[src/rtl/fp_stream_pkg.sv]
// Shared constants, field positions, FIFO entry layout and FSM encoding for the result streamer.
package fp_stream_pkg;

    localparam logic MODE_SINGLE = 1'b0;
    localparam logic MODE_DOUBLE = 1'b1;

    localparam int unsigned NUM_FLAGS = 4;
    localparam int unsigned FLG_ZERO  = 0;
    localparam int unsigned FLG_INF   = 1;
    localparam int unsigned FLG_NAN   = 2;
    localparam int unsigned FLG_OVF   = 3;

    localparam int unsigned PAYLOAD_W = 64;
    localparam int unsigned BEAT_W    = 32;

    localparam int unsigned SP_EXP_MSB = 30;
    localparam int unsigned SP_EXP_LSB = 23;
    localparam int unsigned SP_MAN_MSB = 22;
    localparam int unsigned DP_EXP_MSB = 62;
    localparam int unsigned DP_EXP_LSB = 52;
    localparam int unsigned DP_MAN_MSB = 51;

    typedef enum logic [1:0] {
        IDLE = 2'd0,
        LO   = 2'd1,
        HI   = 2'd2
    } state_t;

    typedef struct packed {
        logic                 mode;
        logic [PAYLOAD_W-1:0] payload;
        logic [NUM_FLAGS-1:0] flags;
    } entry_t;

endpackage

[src/rtl/fp_classify.sv]
// Combinational zero/inf/NaN/overflow classifier for single or double results.
module fp_classify
    import fp_stream_pkg::*;
(
    input  logic                 mode,
    input  logic [62:0]          payload,
    input  logic                 ovf,
    output logic [NUM_FLAGS-1:0] flags_c
);

    logic exp_zero;
    logic exp_ones;
    logic man_zero;

    // Pick the exponent/mantissa fields of the active format and flag special values.
    always_comb begin
        flags_c  = '0;
        exp_zero = 1'b0;
        exp_ones = 1'b0;
        man_zero = 1'b0;
        if (mode == MODE_DOUBLE) begin
            exp_zero = (payload[DP_EXP_MSB:DP_EXP_LSB] == '0);
            exp_ones = &payload[DP_EXP_MSB:DP_EXP_LSB];
            man_zero = (payload[DP_MAN_MSB:0] == '0);
        end else begin
            exp_zero = (payload[SP_EXP_MSB:SP_EXP_LSB] == '0);
            exp_ones = &payload[SP_EXP_MSB:SP_EXP_LSB];
            man_zero = (payload[SP_MAN_MSB:0] == '0);
        end
        flags_c[FLG_ZERO] = exp_zero && man_zero;
        flags_c[FLG_INF]  = exp_ones && man_zero;
        flags_c[FLG_NAN]  = exp_ones && !man_zero;
        flags_c[FLG_OVF]  = ovf;
    end

endmodule

[src/rtl/fp_result_streamer.sv]
// Buffers classified FP results in a small FIFO and streams them as 32-bit beats.
module fp_result_streamer
    import fp_stream_pkg::*;
#(
    parameter int unsigned DEPTH = 4,
    parameter int unsigned CNT_W = 3
) (
    input  logic                 clk,
    input  logic                 rst,
    input  logic                 in_valid,
    output logic                 in_ready,
    input  logic                 in_mode,
    input  logic [31:0]          in_result32,
    input  logic [63:0]          in_result64,
    input  logic                 in_overflow,
    output logic                 out_valid,
    input  logic                 out_ready,
    output logic [BEAT_W-1:0]    out_data,
    output logic                 out_last,
    output logic [NUM_FLAGS-1:0] out_flags,
    output logic                 out_mode,
    output logic [CNT_W-1:0]     fill_level,
    output logic [7:0]           drop_cnt
);

    localparam int unsigned AW = $clog2(DEPTH);

    entry_t               mem [DEPTH];
    logic [AW-1:0]        wr_ptr;
    logic [AW-1:0]        rd_ptr;
    logic [AW-1:0]        nxt_ptr;
    logic                 push;
    logic                 pop;
    logic                 drop;
    logic                 advance;
    logic                 load;
    logic [PAYLOAD_W-1:0] wr_payload;
    logic [NUM_FLAGS-1:0] wr_flags;
    entry_t               head;
    entry_t               nxt;
    entry_t               load_ent;

    state_t               state_q;
    state_t               state_d;
    logic                 valid_d;
    logic [BEAT_W-1:0]    data_d;
    logic                 last_d;
    logic [NUM_FLAGS-1:0] flags_d;
    logic                 mode_d;

    assign in_ready   = (fill_level != CNT_W'(DEPTH));
    assign push       = in_valid && in_ready;
    assign drop       = in_valid && !in_ready;
    assign wr_payload = (in_mode == MODE_DOUBLE) ? in_result64 : {32'h0, in_result32};
    assign nxt_ptr    = rd_ptr + AW'(1);
    assign head       = mem[rd_ptr];
    assign nxt        = mem[nxt_ptr];

    fp_classify u_classify (
        .mode    (in_mode),
        .payload (wr_payload[62:0]),
        .ovf     (in_overflow),
        .flags_c (wr_flags)
    );

    // FIFO storage; entries need no reset because occupancy gates every read.
    always_ff @(posedge clk) begin
        if (push) begin
            mem[wr_ptr] <= '{mode: in_mode, payload: wr_payload, flags: wr_flags};
        end
    end

    // Pointers, occupancy and saturating drop counter.
    always_ff @(posedge clk or negedge rst) begin
        if (!rst) begin
            wr_ptr     <= '0;
            rd_ptr     <= '0;
            fill_level <= '0;
            drop_cnt   <= '0;
        end else begin
            if (push) wr_ptr <= wr_ptr + AW'(1);
            if (pop)  rd_ptr <= nxt_ptr;
            case ({push, pop})
                2'b10:   fill_level <= fill_level + CNT_W'(1);
                2'b01:   fill_level <= fill_level - CNT_W'(1);
                default: fill_level <= fill_level;
            endcase
            if (drop && (drop_cnt != 8'hFF)) drop_cnt <= drop_cnt + 8'd1;
        end
    end

    // Output FSM next state; the head entry stays in the FIFO until its last beat is taken.
    always_comb begin
        state_d  = state_q;
        valid_d  = out_valid;
        data_d   = out_data;
        last_d   = out_last;
        flags_d  = out_flags;
        mode_d   = out_mode;
        pop      = 1'b0;
        advance  = 1'b0;
        load     = 1'b0;
        load_ent = head;
        case (state_q)
            IDLE: begin
                if (fill_level != '0) load = 1'b1;
            end
            LO: begin
                if (out_ready) begin
                    if (head.mode == MODE_DOUBLE) begin
                        state_d = HI;
                        data_d  = head.payload[63:32];
                        last_d  = 1'b1;
                    end else begin
                        advance = 1'b1;
                    end
                end
            end
            HI: begin
                if (out_ready) advance = 1'b1;
            end
            default: state_d = IDLE;
        endcase
        if (advance) begin
            pop = 1'b1;
            if (fill_level > CNT_W'(1)) begin
                load     = 1'b1;
                load_ent = nxt;
            end else begin
                state_d = IDLE;
                valid_d = 1'b0;
                last_d  = 1'b0;
            end
        end
        if (load) begin
            state_d = LO;
            valid_d = 1'b1;
            data_d  = load_ent.payload[31:0];
            last_d  = (load_ent.mode == MODE_SINGLE);
            flags_d = load_ent.flags;
            mode_d  = load_ent.mode;
        end
    end

    // Output FSM state and registered beat outputs.
    always_ff @(posedge clk or negedge rst) begin
        if (!rst) begin
            state_q   <= IDLE;
            out_valid <= 1'b0;
            out_data  <= '0;
            out_last  <= 1'b0;
            out_flags <= '0;
            out_mode  <= 1'b0;
        end else begin
            state_q   <= state_d;
            out_valid <= valid_d;
            out_data  <= data_d;
            out_last  <= last_d;
            out_flags <= flags_d;
            out_mode  <= mode_d;
        end
    end

endmodule

[config.mk]
export PLATFORM = sky130hd
export DESIGN_NAME = fp_result_streamer
export DESIGN_NICKNAME = d
export VERILOG_FILES = /design/src/rtl/fp_stream_pkg.sv /design/src/rtl/fp_classify.sv /design/src/rtl/fp_result_streamer.sv
export SDC_FILE = /design/constraint.sdc
export NUM_CORES = 1
export LEC_CHECK = 0
export CORE_ASPECT_RATIO = 0.7
export CORE_UTILIZATION = 50
export CTS_BUF_LIST = sky130_fd_sc_hd__clkbuf_8
export DETAILED_ROUTE_END_ITERATION = 10
export PLACE_DENSITY_LB_ADDON = 0.3
export SLEW_MARGIN = 5
export SYNTH_ARGS = -nofsm -noshare
export SYNTH_HDL_FRONTEND = slang
export SYNTH_HIERARCHICAL = 1
export SYNTH_SLANG_ARGS = --single-unit
[constraint.sdc]
create_clock -name clk -period 2.75 [get_ports clk]
set_input_delay 0.4125 -clock clk [delete_from_list [all_inputs] [get_ports clk]]
set_output_delay 0.4125 -clock clk [all_outputs]
set_load 0.1 [all_outputs]
---- Yosys cells after proc, flatten, opt, wreduce, memory -nomap -nowiden ----
Memory sizes are Yosys's and may differ from the RTL's.
Cells that the tools add are included.
storage, ports and cells
  logic and storage cells ................. 86
  register bits ........................... 56
  memories ................................ 1
  output and inout port bits .............. 51
  bits of input ports ..................... 102
  bits in writable memories ............... 276
cells by class
  add/sub/neg operators ................... 5
  muxes and demuxes ....................... 37
  reduce and logical (&&, ||, !) cells .... 24
  magnitude comparators ................... 1
  bitwise gates (word level) .............. 1
  equality and inequality tests ........... 7
memories
  memory  depth  bits a word  rd ports  clocked after Yosys merged registers in  wr ports  line                      text
  mem     4      69           2         0                                        1         fp_result_streamer.sv:28  entry_t mem [DEPTH];
operator list
  cell                                                 count
  2-to-1 mux 69 bit                                    2
  2-to-1 mux 32 bit                                    4
  2-to-1 mux 64 bit                                    1
  zero test 52 bit                                     1
  zero test 23 bit                                     1
  2-to-1 mux 1 bit                                     22
  zero test 11 bit                                     1
  AND reduction 11 bit                                 1
  2-to-1 mux 2 bit                                     5
  nonzero test 2 bit                                   5
  adder 8 x 1 -> 8 bit (second input constant)         1
  zero test 8 bit                                      1
  inequality test 8 bit (second input constant)        1
  AND reduction 8 bit                                  1
  logical AND 1 bit                                    6
  one-hot mux 3 bit (2 select lines)                   1
  adder 2 x 1 -> 2 bit (second input constant)         2
  == test 2 x 1 -> 1 bit (second input constant)       2
  == test 2 bit (second input constant)                2
  one-hot mux 2 bit (2 select lines)                   1
  adder 3 x 1 -> 3 bit (second input constant)         1
  > comparator 3 x 1 -> 1 bit (second input constant)  1
  inequality test 3 bit (second input constant)        1
  AND reduction 3 bit                                  1
  other kinds (9)                                      10

---- Logic depth before layout (Yosys ltp) ----
  depth after elaboration ................. 7
  gate-level depth with buffers ........... 10
  gate-level depth less buffers ........... 10

---- By module ----
The synthesis kept the hierarchy.
by module, submodules not included
  module              instances  area an instance (um^2)  cells an instance  seq. area each (um^2)
  fp_result_streamer  1          14556.5                  825                9689.3
  fp_classify         1          250.2                    39                 0.0

---- Worst setup path before layout ----
No wires, ideal clock.
  kind .................................... register to register
  start point ............................. register fill_level[0]
  end point ............................... memory mem[0][0] in the netlist's numbering, enable pin
  arrival ................................. 3925 ps
  cell stages (with the launch flop) ...... 5
  slack ................................... -1610 ps
  clock period less this slack ............ 4360 ps
  required time ........................... 2315 ps
  library setup time ...................... 435 ps
  buffers on the path ..................... 0
  cell sequence ........................... dfrtp_1 inv_1 ha_1 nand2_1 and3_1
between the ends
  cells in the longest elaborated chain, start to end .. 4
ends and longest elaborated chain
  element                                 line                      text
  start: declaration                      fp_result_streamer.sv:22  output logic [CNT_W-1:0] fill_level,
  start signal: assignment                fp_result_streamer.sv:84  2'b10: fill_level <= fill_level + CNT_W'(1);
  start signal: assignment                fp_result_streamer.sv:85  2'b01: fill_level <= fill_level - CNT_W'(1);
  start signal: assignment                fp_result_streamer.sv:86  default: fill_level <= fill_level;
  inequality test 3 bit                   fp_result_streamer.sv:51  assign in_ready = (fill_level != CNT_W'(DEPTH));
  named net in_ready                      fp_result_streamer.sv:11  output logic in_ready,
  logical AND 1 bit                       fp_result_streamer.sv:52  assign push = in_valid && in_ready;
  2-to-1 mux 1 bit                        fp_result_streamer.sv:68  if (push) begin
  2-to-1 mux 1 bit (not written as such)  fp_result_streamer.sv:69  mem[wr_ptr] <= '{mode: in_mode, payload: wr_payload, flags: wr_flags};
  end: declaration                        fp_result_streamer.sv:28
The timed path passes the listed nets, and every way through them passes these cells.

---- Worst setup path after layout ----
  start point ............................. input in_mode
  end point ............................... memory mem[2][1] in the netlist's numbering (data pin)
between the ends
  cells in the longest elaborated chain, start to end .. 4
  elaborated cells between the ends (all ways) .. 8
  classes of those cells .................. 3 x mux; 5 x reduce/logical
ends and longest elaborated chain
  element                                                      line                                  text
  start: declaration                                           fp_result_streamer.sv:12              input logic in_mode,
  2-to-1 mux 64 bit *                                          fp_result_streamer.sv:54              assign wr_payload = (in_mode == MODE_DOUBLE) ? in_result64 : {32'h0, in_result32};
  named net wr_payload[1]                                      fp_result_streamer.sv:37              logic [PAYLOAD_W-1:0] wr_payload;
  zero test 52 bit / zero test 23 bit (equally long branches)  fp_classify.sv:24, fp_classify.sv:28
  2-to-1 mux 1 bit *                                           fp_classify.sv:21                     if (mode == MODE_DOUBLE) begin
  logical AND 1 bit *                                          fp_classify.sv:31                     flags_c[FLG_INF] = exp_ones && man_zero;
  named net wr_flags[1]                                        fp_result_streamer.sv:38              logic [NUM_FLAGS-1:0] wr_flags;
Mark *: on every way through the listed nets, which the timed path passes. The rest lies on a longest branch.

==> results.toml <==
[timing]
fmax_ghz = 0.399
fin_ws_ps = 244
rsz0062_at_grt = "false"
drv_slew = 0
whs_ps = 479
worst_pin_slew_ps = 898
hold_viol = 0
finClkSkew_ps = 11.3
setup_viol = 0
fin_crit_sh_pct = 91.1
relSlewSlack_pct = 40.2
min_period_ps = 2510

[worst_setup_path]
worstPathArrival_ps = 2840
cp-end-kind = "flip-flop"
startpoint_type = "input port"
cp_max_fo = 17
slowest_delay_ps = 430
critPathTopFamily = "buffers and inverters"
cp_common_cell = "buf_4"
path_cells = "buf_2 > buf_4 > buf_4 > buf_4 > mux2_2 > nor4_1 > buf_4 > nand3_1 > a2111oi_2"
path_class = "input port to flip-flop"
worst-path-buf-inv = 5
critPathRequiredTime_ps = 3090
slowest_stage = "a2111oi_2"

[die]
fp.dieH_um = 146
io_pins = 153
core_area_um2 = 29000
start_util_pct = 51.0
die_area_um2 = 30300
num_rows = 52
chipWidth_um = 208

[logic_synthesis]
netlist_instances = 864
syn_area_per_cell_um2 = 17.1
synth_warnings = 6
synthFlopType = "edfxtp_1"
synth-seq-cells = 332
synth_area_leaders = "edfxtp_1, mux4_2, dfrtp_1"
yosys.area.top_type = "edfxtp_1"
synth_edf_count = 276
yosysTopAreaCellShare_pct = 56.0
synth_cell_types = 49
synth_seq_area_share_pct = 65.4
syn_nets = 980
synth_area_um2 = 14800
async_flop_share_pct = 16.9

[power_and_ir_drop]
p_int_uw = 12600
switching_share_pct = 40.4
pwr-share-seq_pct = 35.4
p_clk_share_pct = 18.7
p_per_area_nw_per_um2 = 1160
power_uw = 21200
ir_drop_uv = 734
comb_power_share_pct = 45.9
power_switching_uw = 8560
leakage_uw = 0.00670

[clock_network]
clk_pin_slew_ps = 70
cts_max_level = 2
cts_buffer_depth = 3
cts_setup_buffers = 0
clk_latency_ps = 590
cts_tree = "built"
cts-root-buf = "clkbuf_8"
clock-sinks = 332
numCtsBuffers = 50

[detailed_routing]
routed_via_density = 5.89
wl_per_cell_um = 22.9
drc_errors = 0
drt_pre_antenna_iters = 5
ant_nets = 0
vias = 8956
routed_wl_um = 34800
drt_iter0_drc = 753

[cells_and_area]
area_growth_pct = 23.1
final_cell_area_um2 = 18200
final_nets = 1219
finish.utilization_pct = 62.8
mostFrequentLayoutCell = "edfxtp_1"
final_cell_mix = "edfxtp_1, buf_4, mux4_2"
drive_gt1_share_pct = 31.7
diodes = 0

[outcome]
status = "finished clean"

[placed_design]
gp_congestion = 0.808
hpwl_um = 22600
placed_area_um2 = 17200
place_ws_ps = -375
port-buffer-count = 152

[run]
maxCapViolations = 0

[global_routing]
track_usage_pct = 23.6
grt_antenna_before_repair = 0
grt_max_degree = 70
overflow = 0
grt_pass1_vias = 9269
grt_pass1_wl_um = 53700

[min_path]
worst_hold_path_type = "input port to flip-flop"
path summary, 6_finish.rpt:
| path | cells past startpoint | to | slack, ps | start |
|---|---|---|---|---|
| max | 9 | mem[2][1] | 240 | in_mode |
| min | 1 | mem[0][3] | 480 | in_overflow |
| max reg2reg | 8 | out_data[7] | 480 | state_q[0] |
| min reg2reg | 1 | drop_cnt[5] | 520 | drop_cnt[5] |
| max in group asynchronous | 3 | out_data[1] | 1570 | rst |
| min in group asynchronous | 2 | out_data[26] | 490 | rst |
registers in the layout, summed over array words and instances, names as in the netlist:
name        flops
fill_level      3
out_data       32
state_q         2
out_mode        1
mem           276
drop_cnt        8
out_valid       1
wr_ptr          2
out_last        1
out_flags       4
rd_ptr          2
stage by stage:
stage / setup TNS [ps] / cells
after floorplan: 0 / 864
final: 0 / 1521
after global routing: 0 / 1521
after detailed placement: -3710 / 1428
after global placement: -2900 / 1428
after CTS: 0 / 1521
routing by layer:
layer	vias to the layer above	part of all wire, %	track usage (%)
met2	381	46	35.6
met3	44	8.1	4.92
met5	-	0	0
met4	0	1.4	6.22
li1	3938	-	-
met1	4593	45	35.3
power by group through the flow:
stage	clock network (µW)	registers [µW]	logic, µW
after floorplan	0	9770	5050
after global placement	0	7550	9620
after detailed placement	0	7600	9750
after CTS	4040	7520	9780
after global routing	4260	7630	10300
final	3960	7510	9710
synthesized netlist by cell type, types with 2 or more instances:
master,count
edfxtp_1,276
mux4_2,104
nand2_1,81
dfrtp_1,56
nor2_1,42
and2_1,33
mux2_2,33
a21o_1,32
a311oi_1,32
clkbuf_1,21
buf_2,20
ha_1,14
nor4_1,14
inv_1,10
nand3_1,9
buf_4,8
mux2i_1,8
o21ai_0,8
xor2_1,7
nor3_1,6
xnor2_1,6
and3_1,5
nand4_1,4
a21oi_1,3
buf_1,3
buf_6,3
mux2i_2,2
o211ai_1,2
o21a_1,2
repair_timing:
| action | 4_1_cts | 5_1_grt |
|---|---|---|
| gates resized for setup | 0 | 0 |
| hold buffers | 1 | 0 |
| endpoints found under the hold margin | 27 | 0 |
cells by family after synthesis:
logic type               count (synthesis)  synth area share, %
AO/OA/AOI/OAI                           90                 4.87
XOR/XNOR                                13                0.769
adder cells (fa/ha/maj)                 14                 1.18
buffers and inverters                   65                 2.17
flip-flops                             332                 65.4
multiplexers                           147                 19.1
AND/OR/NAND/NOR                        203                 6.52
cell type report:
class                      count  area [µm²]
clock buffer                  54         743
timing repair buffer         242        2200
clock inverter                38         239
multi-input combinational    467        4830
tap                          378         473
sequential                   332        9700
inverter                      10        37.5
fill                        2092       10800
Power figures use the tool's default switching activity.
